--- src/rtl/mac_tg_pkg.sv ---
// mac_tg_pkg -- shared definitions for the MAC accumulator block.
//   mac_state_t : controller states (IDLE / ACC / HOLD)
//   N_DEF       : default operand / product / accumulator width
//   K_DEF       : default number of products summed per result
package mac_tg_pkg;

    localparam int N_DEF = 32;
    localparam int K_DEF = 8;

    typedef enum logic [1:0] {
        IDLE = 2'd0,
        ACC  = 2'd1,
        HOLD = 2'd2
    } mac_state_t;

endpackage

--- src/rtl/mac_tg_mult.sv ---
// mac_tg_mult -- combinational unsigned N x N -> 2N multiplier.
// Truncation or saturation of the product is left to the caller.
//   a : multiplicand (N bits)
//   b : multiplier   (N bits)
//   p : full product (2N bits)
module mac_tg_mult
    import mac_tg_pkg::*;
#(
    parameter int N = N_DEF
) (
    input  logic [N-1:0]   a,
    input  logic [N-1:0]   b,
    output logic [2*N-1:0] p
);

    // Zero-extend both operands so the multiply is evaluated at full width.
    assign p = {{N{1'b0}}, a} * {{N{1'b0}}, b};

endmodule

--- src/rtl/mac_tg_acc.sv ---
// mac_tg_acc -- sums K unsigned products g_input*e_input into one result.
//
// Ports:
//   clk, rst        : clock, asynchronous active-high reset
//   g_input,e_input : operand pair (N bits each)
//   in_valid        : operand pair present
//   in_ready        : block accepts a pair (low only while a result is held)
//   clr             : synchronous abort of the current block; beats
//                     and o_ready in the same cycle are ignored
//   o, o_valid      : completed result, valid one cycle after the Kth beat
//   o_ready         : consumer takes the result
//   o_sat           : sticky saturation flag for the current result
//
// Build option: MAC_TG_SAT_EN selects saturating arithmetic (clamp at
// 2^N-1, o_sat reports clamping). Without it, sums wrap modulo 2^N and
// o_sat is tied low.
module mac_tg_acc
    import mac_tg_pkg::*;
#(
    parameter int N = N_DEF,
    parameter int K = K_DEF
) (
    input  logic         clk,
    input  logic         rst,
    input  logic [N-1:0] g_input,
    input  logic [N-1:0] e_input,
    input  logic         in_valid,
    output logic         in_ready,
    input  logic         clr,
    output logic [N-1:0] o,
    output logic         o_valid,
    input  logic         o_ready,
    output logic         o_sat
);

    localparam int CW = $clog2(K + 1);
    // cnt value seen while the Kth beat is being accepted
    localparam logic [CW-1:0] K_LAST = CW'(K - 1);

    mac_state_t     state;
    logic [N-1:0]   acc;
    logic [CW-1:0]  cnt;
    logic           sat_q;

    logic [2*N-1:0] prod_full;
    logic [N-1:0]   prod;
    logic [N-1:0]   sum;
    logic           prod_ovf;
    logic           sum_ovf;
    logic           beat;

    mac_tg_mult #(.N(N)) u_mult (
        .a (g_input),
        .b (e_input),
        .p (prod_full)
    );

`ifdef MAC_TG_SAT_EN
    logic [N:0] sum_w;

    // Clamp the product first, then the sum; once acc sits at 2^N-1 any
    // nonzero add overflows again and re-clamps, so it stays pinned there.
    always_comb begin
        prod_ovf = |prod_full[2*N-1:N];
        prod     = prod_ovf ? '1 : prod_full[N-1:0];
        sum_w    = {1'b0, acc} + {1'b0, prod};
        sum_ovf  = sum_w[N];
        sum      = sum_ovf ? '1 : sum_w[N-1:0];
    end

    assign o_sat = sat_q;
`else
    logic unused_bits;

    always_comb begin
        prod_ovf = 1'b0;
        prod     = prod_full[N-1:0];
        sum_ovf  = 1'b0;
        sum      = acc + prod;
    end

    assign o_sat       = 1'b0;
    assign unused_bits = ^{prod_full[2*N-1:N], sat_q};
`endif

    assign in_ready = (state != HOLD);
    assign beat     = in_valid && in_ready && !clr;

    always_ff @(posedge clk or posedge rst) begin
        if (rst) begin
            state   <= IDLE;
            acc     <= '0;
            cnt     <= '0;
            o       <= '0;
            o_valid <= 1'b0;
            sat_q   <= 1'b0;
        end else if (clr) begin
            // o keeps its last value; only the block in flight is dropped
            state   <= IDLE;
            acc     <= '0;
            cnt     <= '0;
            o_valid <= 1'b0;
            sat_q   <= 1'b0;
        end else begin
            case (state)
                IDLE: begin
                    if (beat) begin
                        // first product of a block replaces whatever acc held
                        acc   <= prod;
                        cnt   <= CW'(1);
                        sat_q <= prod_ovf;
                        if (K == 1) begin
                            state   <= HOLD;
                            o       <= prod;
                            o_valid <= 1'b1;
                        end else begin
                            state <= ACC;
                        end
                    end
                end
                ACC: begin
                    if (beat) begin
                        acc   <= sum;
                        cnt   <= cnt + CW'(1);
                        sat_q <= sat_q | prod_ovf | sum_ovf;
                        if (cnt == K_LAST) begin
                            state   <= HOLD;
                            o       <= sum;
                            o_valid <= 1'b1;
                        end
                    end
                end
                HOLD: begin
                    if (o_ready) begin
                        state   <= IDLE;
                        acc     <= '0;
                        cnt     <= '0;
                        o_valid <= 1'b0;
                        sat_q   <= 1'b0;
                    end
                end
                default: begin
                    state <= IDLE;
                end
            endcase
        end
    end

endmodule

--- config.mk ---
export PLATFORM = sky130hd
export DESIGN_NAME = mac_tg_acc
export DESIGN_NICKNAME = d
export VERILOG_FILES = /design/src/rtl/mac_tg_pkg.sv /design/src/rtl/mac_tg_mult.sv /design/src/rtl/mac_tg_acc.sv
export SDC_FILE = /design/constraint.sdc
export NUM_CORES = 1
export LEC_CHECK = 0
export CORE_UTILIZATION = 30
export CTS_BUF_LIST = sky130_fd_sc_hd__clkbuf_8 sky130_fd_sc_hd__clkbuf_16
export DETAILED_ROUTE_END_ITERATION = 7
export GPL_ROUTABILITY_DRIVEN = 0
export PLACE_DENSITY_LB_ADDON = 0.08
export RECOVER_POWER = 100
export SYNTH_ARGS = -nofsm -noshare
export SYNTH_HDL_FRONTEND = slang
export SYNTH_HIERARCHICAL = 1
export SYNTH_SLANG_ARGS = --single-unit
--- constraint.sdc ---
create_clock -name clk -period 3.2 [get_ports clk]
set_input_delay 0.64 -clock clk [delete_from_list [all_inputs] [get_ports clk]]
set_output_delay 0.64 -clock clk [all_outputs]
set_load 0.05 [all_outputs]
# Word-level counts from Yosys, hierarchy flattened
# Index checks and enable logic that the tools add are counted.
dict set report word_totals {
  regBits 71
  latchBits 0
  ram_bits 0
  mem_bits_ro 0
  memories 0
}
dict set report classes {
  n_addsub 2
  multipliers 1
  div_mod_pow 0
  n_lt_le_gt_ge 0
  n_eq_ne 8
  shift 0
  mux 21
  n_bitwise 1
  reduce_logical 10
}
# cell count
set ops {}
lappend ops {{$mux W32} 4}
lappend ops {{$pmux W32 S3} 1}
lappend ops {{$add A32 B32 Y32} 1}
lappend ops {{$mul A32 B32 Y32} 1}
lappend ops {{$mux W4} 4}
lappend ops {{$reduce_and A4 Y1} 4}
lappend ops {{$ne A3 B3 Y1 const B} 4}
lappend ops {{$pmux W4 S3} 1}
lappend ops {{$mux W2} 5}
lappend ops {{$pmux W2 S3} 1}
lappend ops {{$add A4 B1 Y4 const B} 1}
lappend ops {{$eq A4 B3 Y1 const B} 1}
lappend ops {{$mux W1} 4}
lappend ops {{$reduce_bool A4 Y1} 1}
lappend ops {{$reduce_bool A3 Y1} 1}
lappend ops {{$eq A2 B1 Y1 const B} 1}
lappend ops {{$eq A2 B2 Y1 const B} 1}
lappend ops {{$logic_and A1 B1 Y1} 2}
lappend ops {{$logic_not A2 Y1} 1}
lappend ops {{$ne A2 B2 Y1 const B} 1}
lappend ops {{$pmux W1 S2} 1}
lappend ops {{$logic_not A1 Y1} 1}
lappend ops {{$not A1 Y1} 1}

# Logic depth before layout (Yosys ltp)
# Gate-level depths: netlist (run 1).
dict set report depth {
  ltp_word 6
  ltp_mapped 35
  depth_no_buf 33
}

# Hierarchy
# The synthesis (run 1) kept the hierarchy.
# mod instances cells_per_inst area_per_inst_um2 seq_area_each_um2
set by_module_without_submodules {}
lappend by_module_without_submodules {mac_tg_mult 1 3679 33233.1 0.0}
lappend by_module_without_submodules {mac_tg_acc 1 589 4874.7 1776.7}

# Least setup slack after synthesis (run 1)
# Ideal clock, no wire load.
dict set report synth_timing {
  path_type {input -> register}
  from {input g_input[13]}
  to {register acc[31]}
  setup_time_ps 130
  arrival_ps 7925
  t_required_ps 3070
  setup_slack_ps -4854
  path_stages 31
  n_path_buf 2
  path_cell_list {clkbuf_1 > and2_1 > fa_1 > fa_1 > fa_1 > inv_1 > fa_1 > inv_1 > fa_1 > inv_1 > fa_1 > inv_1 > fa_1 > fa_1 > ha_1 > clkbuf_1 > nand2_1 > a211oi_1 > o31a_1 > o211a_4 > nor2_1 > xnor2_1 > ha_1 > a21oi_1 > o21a_1 > a21boi_0 > o21ai_0 > a21o_1 > a41oi_1 > xnor2_1 > o22ai_1}
}
dict set report synth_via {
  elab_chain_len 5
}
# element line
set synth_rtl {}
lappend synth_rtl {{from (decl)} mac_tg_acc.sv:25} ;# input logic [N-1:0] g_input,
lappend synth_rtl {{$mul A32 B32 Y32} mac_tg_mult.sv:17} ;# assign p = {{N{1'b0}}, a} * {{N{1'b0}}, b};
lappend synth_rtl {{via prod_full[26]} mac_tg_acc.sv:45} ;# logic [2*N-1:0] prod_full;
lappend synth_rtl {{$add A32 B32 Y32} mac_tg_acc.sv:79} ;# sum = acc + prod;
lappend synth_rtl {{$mux W32} mac_tg_acc.sv:122} ;# if (beat) begin
lappend synth_rtl {{$pmux W32 S3} mac_tg_acc.sv:105} ;# case (state)
lappend synth_rtl {{$mux W32} mac_tg_acc.sv:97} ;# end else if (clr) begin
lappend synth_rtl {{to (signal assigned)} mac_tg_acc.sv:109} ;# acc <= prod;
lappend synth_rtl {{to (signal assigned)} mac_tg_acc.sv:123} ;# acc <= sum;
lappend synth_rtl {{to (decl)} mac_tg_acc.sv:41} ;# logic [N-1:0] acc;
# The timed path passes the listed nets, and every way through them passes these cells. The select of a mux whose other input is x is not followed.
# A chain may end at the register's enable or synchronous reset.

# Worst setup path in the final report (run 1)
dict set report layout_timing {
  from {input g_input[9]}
  to {register acc[31]}
}
# Same word-level chain as after synthesis.

==> flow_summary.ini, run 1 <==
[outcome]
run_status = finished, violations left
failing_checks = negative setup slack

[floorplan]
boundaryPins = 104
placementRows = 97
dieHeight_um = 268
fp.dieW_um = 268
fp.dieArea_um2 = 71900
initial_core_util = 0.303
coreArea_um2 = 70000

[detailed_routing]
routed_via_count_divided_by_cell_count = 4.52
detailroute.wirelength.met3_um = 1310
drt_iter0_markers = 589
maxUsedRoutingLayer = met4
post_drt_wl_per_cell_um = 18.5
route.met2.wl_um = 37100
route.vias.total = 17000
finalWirelength_um = 69500
ant_nets = 0
drcViolationCount = 0
route.layer.met1.wl_um = 29500
drt_first_pass_iters = 4

[worst_hold_path]
hold_path_class = reg2reg

[timing]
fin_skew_ns = 0.0157
timing.fmax_mhz = 129
hold_slack_ns = 0.463
period_share = 2.43
max_slew.worst_pin.slew_ns = 1.40
final-max-slew-violation-count = 0
layout_min_cycle_time_ns = 7.78
final_hold_vios = 0
setup_repair_after_global_routing_missed_its_margin = yes
maxSlewHeadroom = 0.0617
setup-violations-final = 58
fin_ws_ns = -4.58

[finish]
layout.cells.most_common = sky130_fd_sc_hd__inv_1
final_instance_area_um2 = 30500
syn2layout_area_growth_pct = 43.3
share_of_final_layout_standard_cells_stronger_than_drive_strength_1 = 0.350
most-common-layout-cells = sky130_fd_sc_hd__inv_1 (390), sky130_fd_sc_hd__fa_1 (387), sky130_fd_sc_hd__buf_4 (351)
nets = 3473
total_of_fill_cells_in_the_finished_design = 6814

[synthesis]
average_size_of_a_mapped_cell_um2 = 8.81
syn-num-nets = 3081
netlist_instances = 2413
post_synthesis_cell_area_um2 = 21200
synthesis.yosys.warnings = 6

[setup_path]
critical-path-top-cell-by-count = sky130_fd_sc_hd__fa_1
path_class = in2reg
critPathTopFamily = adder cells
slowest_stage = sky130_fd_sc_hd__fa_2
worstPathMaxFanout = 6
timing.critical_path.from_type = input port
rrSetupSlack_ns = 0.44
crit_arrival_ns = 8.01
delay_of_the_slowest_critical_path_stage_ns = 0.62
timing.critical_path.required_ns = 3.43
crit_buf_inv = 9
crit_path_end_kind = flop

[clock_network]
cts-root-buf = sky130_fd_sc_hd__clkbuf_16
tritoncts = built
cts-root-to-sink-buffers = 2
clkLatencyLatePin_ns = 0.36
clock-sinks = 71
cts_buffers = 9
worst_setup_hold_path_clk_slew_ns = 0.06
h-tree-depth = 3

[placement]
dp_hpwl_um = 55200
post_dp_cell_area_um2 = 26400
buffer_ports.inserted = 102

[grt]
wire_length_of_the_first_global_routing_pass_um = 108000
antenna_found_initial = 2
grt_pass1_vias = 18900
grt.total_usage = 0.197
globalRouteOverflowTotal = 0
grt_start_max_net_pins = 46

[job]
drv.max_cap_violation_count = 0
==> worst reg2reg max path: cells and delay by family, from the launching register on <==
kind	cells	cell delay (ns)
flops	1	0.38
fa+ha+maj	1	0.28
buf+inv	1	0.21
compound gates	3	0.82
simple gates	5	1.01
==> registers in the layout, indices dropped and copies added (netlist names) <==
register and flops:
cnt 4, o_valid 1, o 32, state 2
acc 32
==> worst paths after layout <==
path,to,from,cells after the start
hold / removal,o[12],o[12],2
max in group asynchronous,acc[30],rst,3
min in group asynchronous,o[6],rst,2
setup reg to reg,acc[27],acc[1],10
setup / recovery,acc[31],g_input[9],32
hold reg to reg,o[12],o[12],2
==> what timing repair did <==
| item | in CTS | in global routing |
|---|---|---|
| pin swaps | 157 | 150 |
| gates cloned | 14 | 4 |
| setup endpoints to repair | 60 | 59 |
| buffers inserted | 78 | 42 |
| resized for setup | 451 | 267 |
| hold buffers | 0 | 0 |
==> layout make-up <==
class,count,area [um2],area share
multi-input cells,1706,19800,0.650
repair buffers,597,5860,0.193
flip-flops and latches,71,1780,0.0583
diodes,1,2.50,0.0000822
well taps,940,1180,0.0386
inverters,420,1580,0.0518
clock inverters,6,32.5,0.00107
clock buffers,9,225,0.00740
==> per-layer routing <==
metal,vias to the layer above,global-route usage
li1,8012,-
met1,8675,0.244
met2,215,0.371
met3,64,0.0120
met4,0,0.0412
met5,-,0
==> per-stage QoR <==
stage / utilization / std cells / setup slack [ns] / TNS (ns)
detailed placement: 0.376 / 3607 / -5.63 / -260.74
floorplan: - / 2413 / -4.51 / -188.51
global placement: 0.376 / 3607 / -5.61 / -260.27
finish: 0.435 / 3750 / -4.58 / -206.77
global route: 0.435 / 3750 / -4.83 / -219.22
CTS: 0.413 / 3709 / -4.60 / -209.35
Power of run 1 is left out: the tool's default activity adds up to more than one toggle a clock period on the data nets, which glitch-free logic cannot reach.
==> inputs of run 2 (changes only) <==
- SLEW_MARGIN: unset -> 20
==> results of run 2 <==
The final DEF is identical to that of run 1; final timing and power are the same.
Power of run 2 is left out for the same reason.
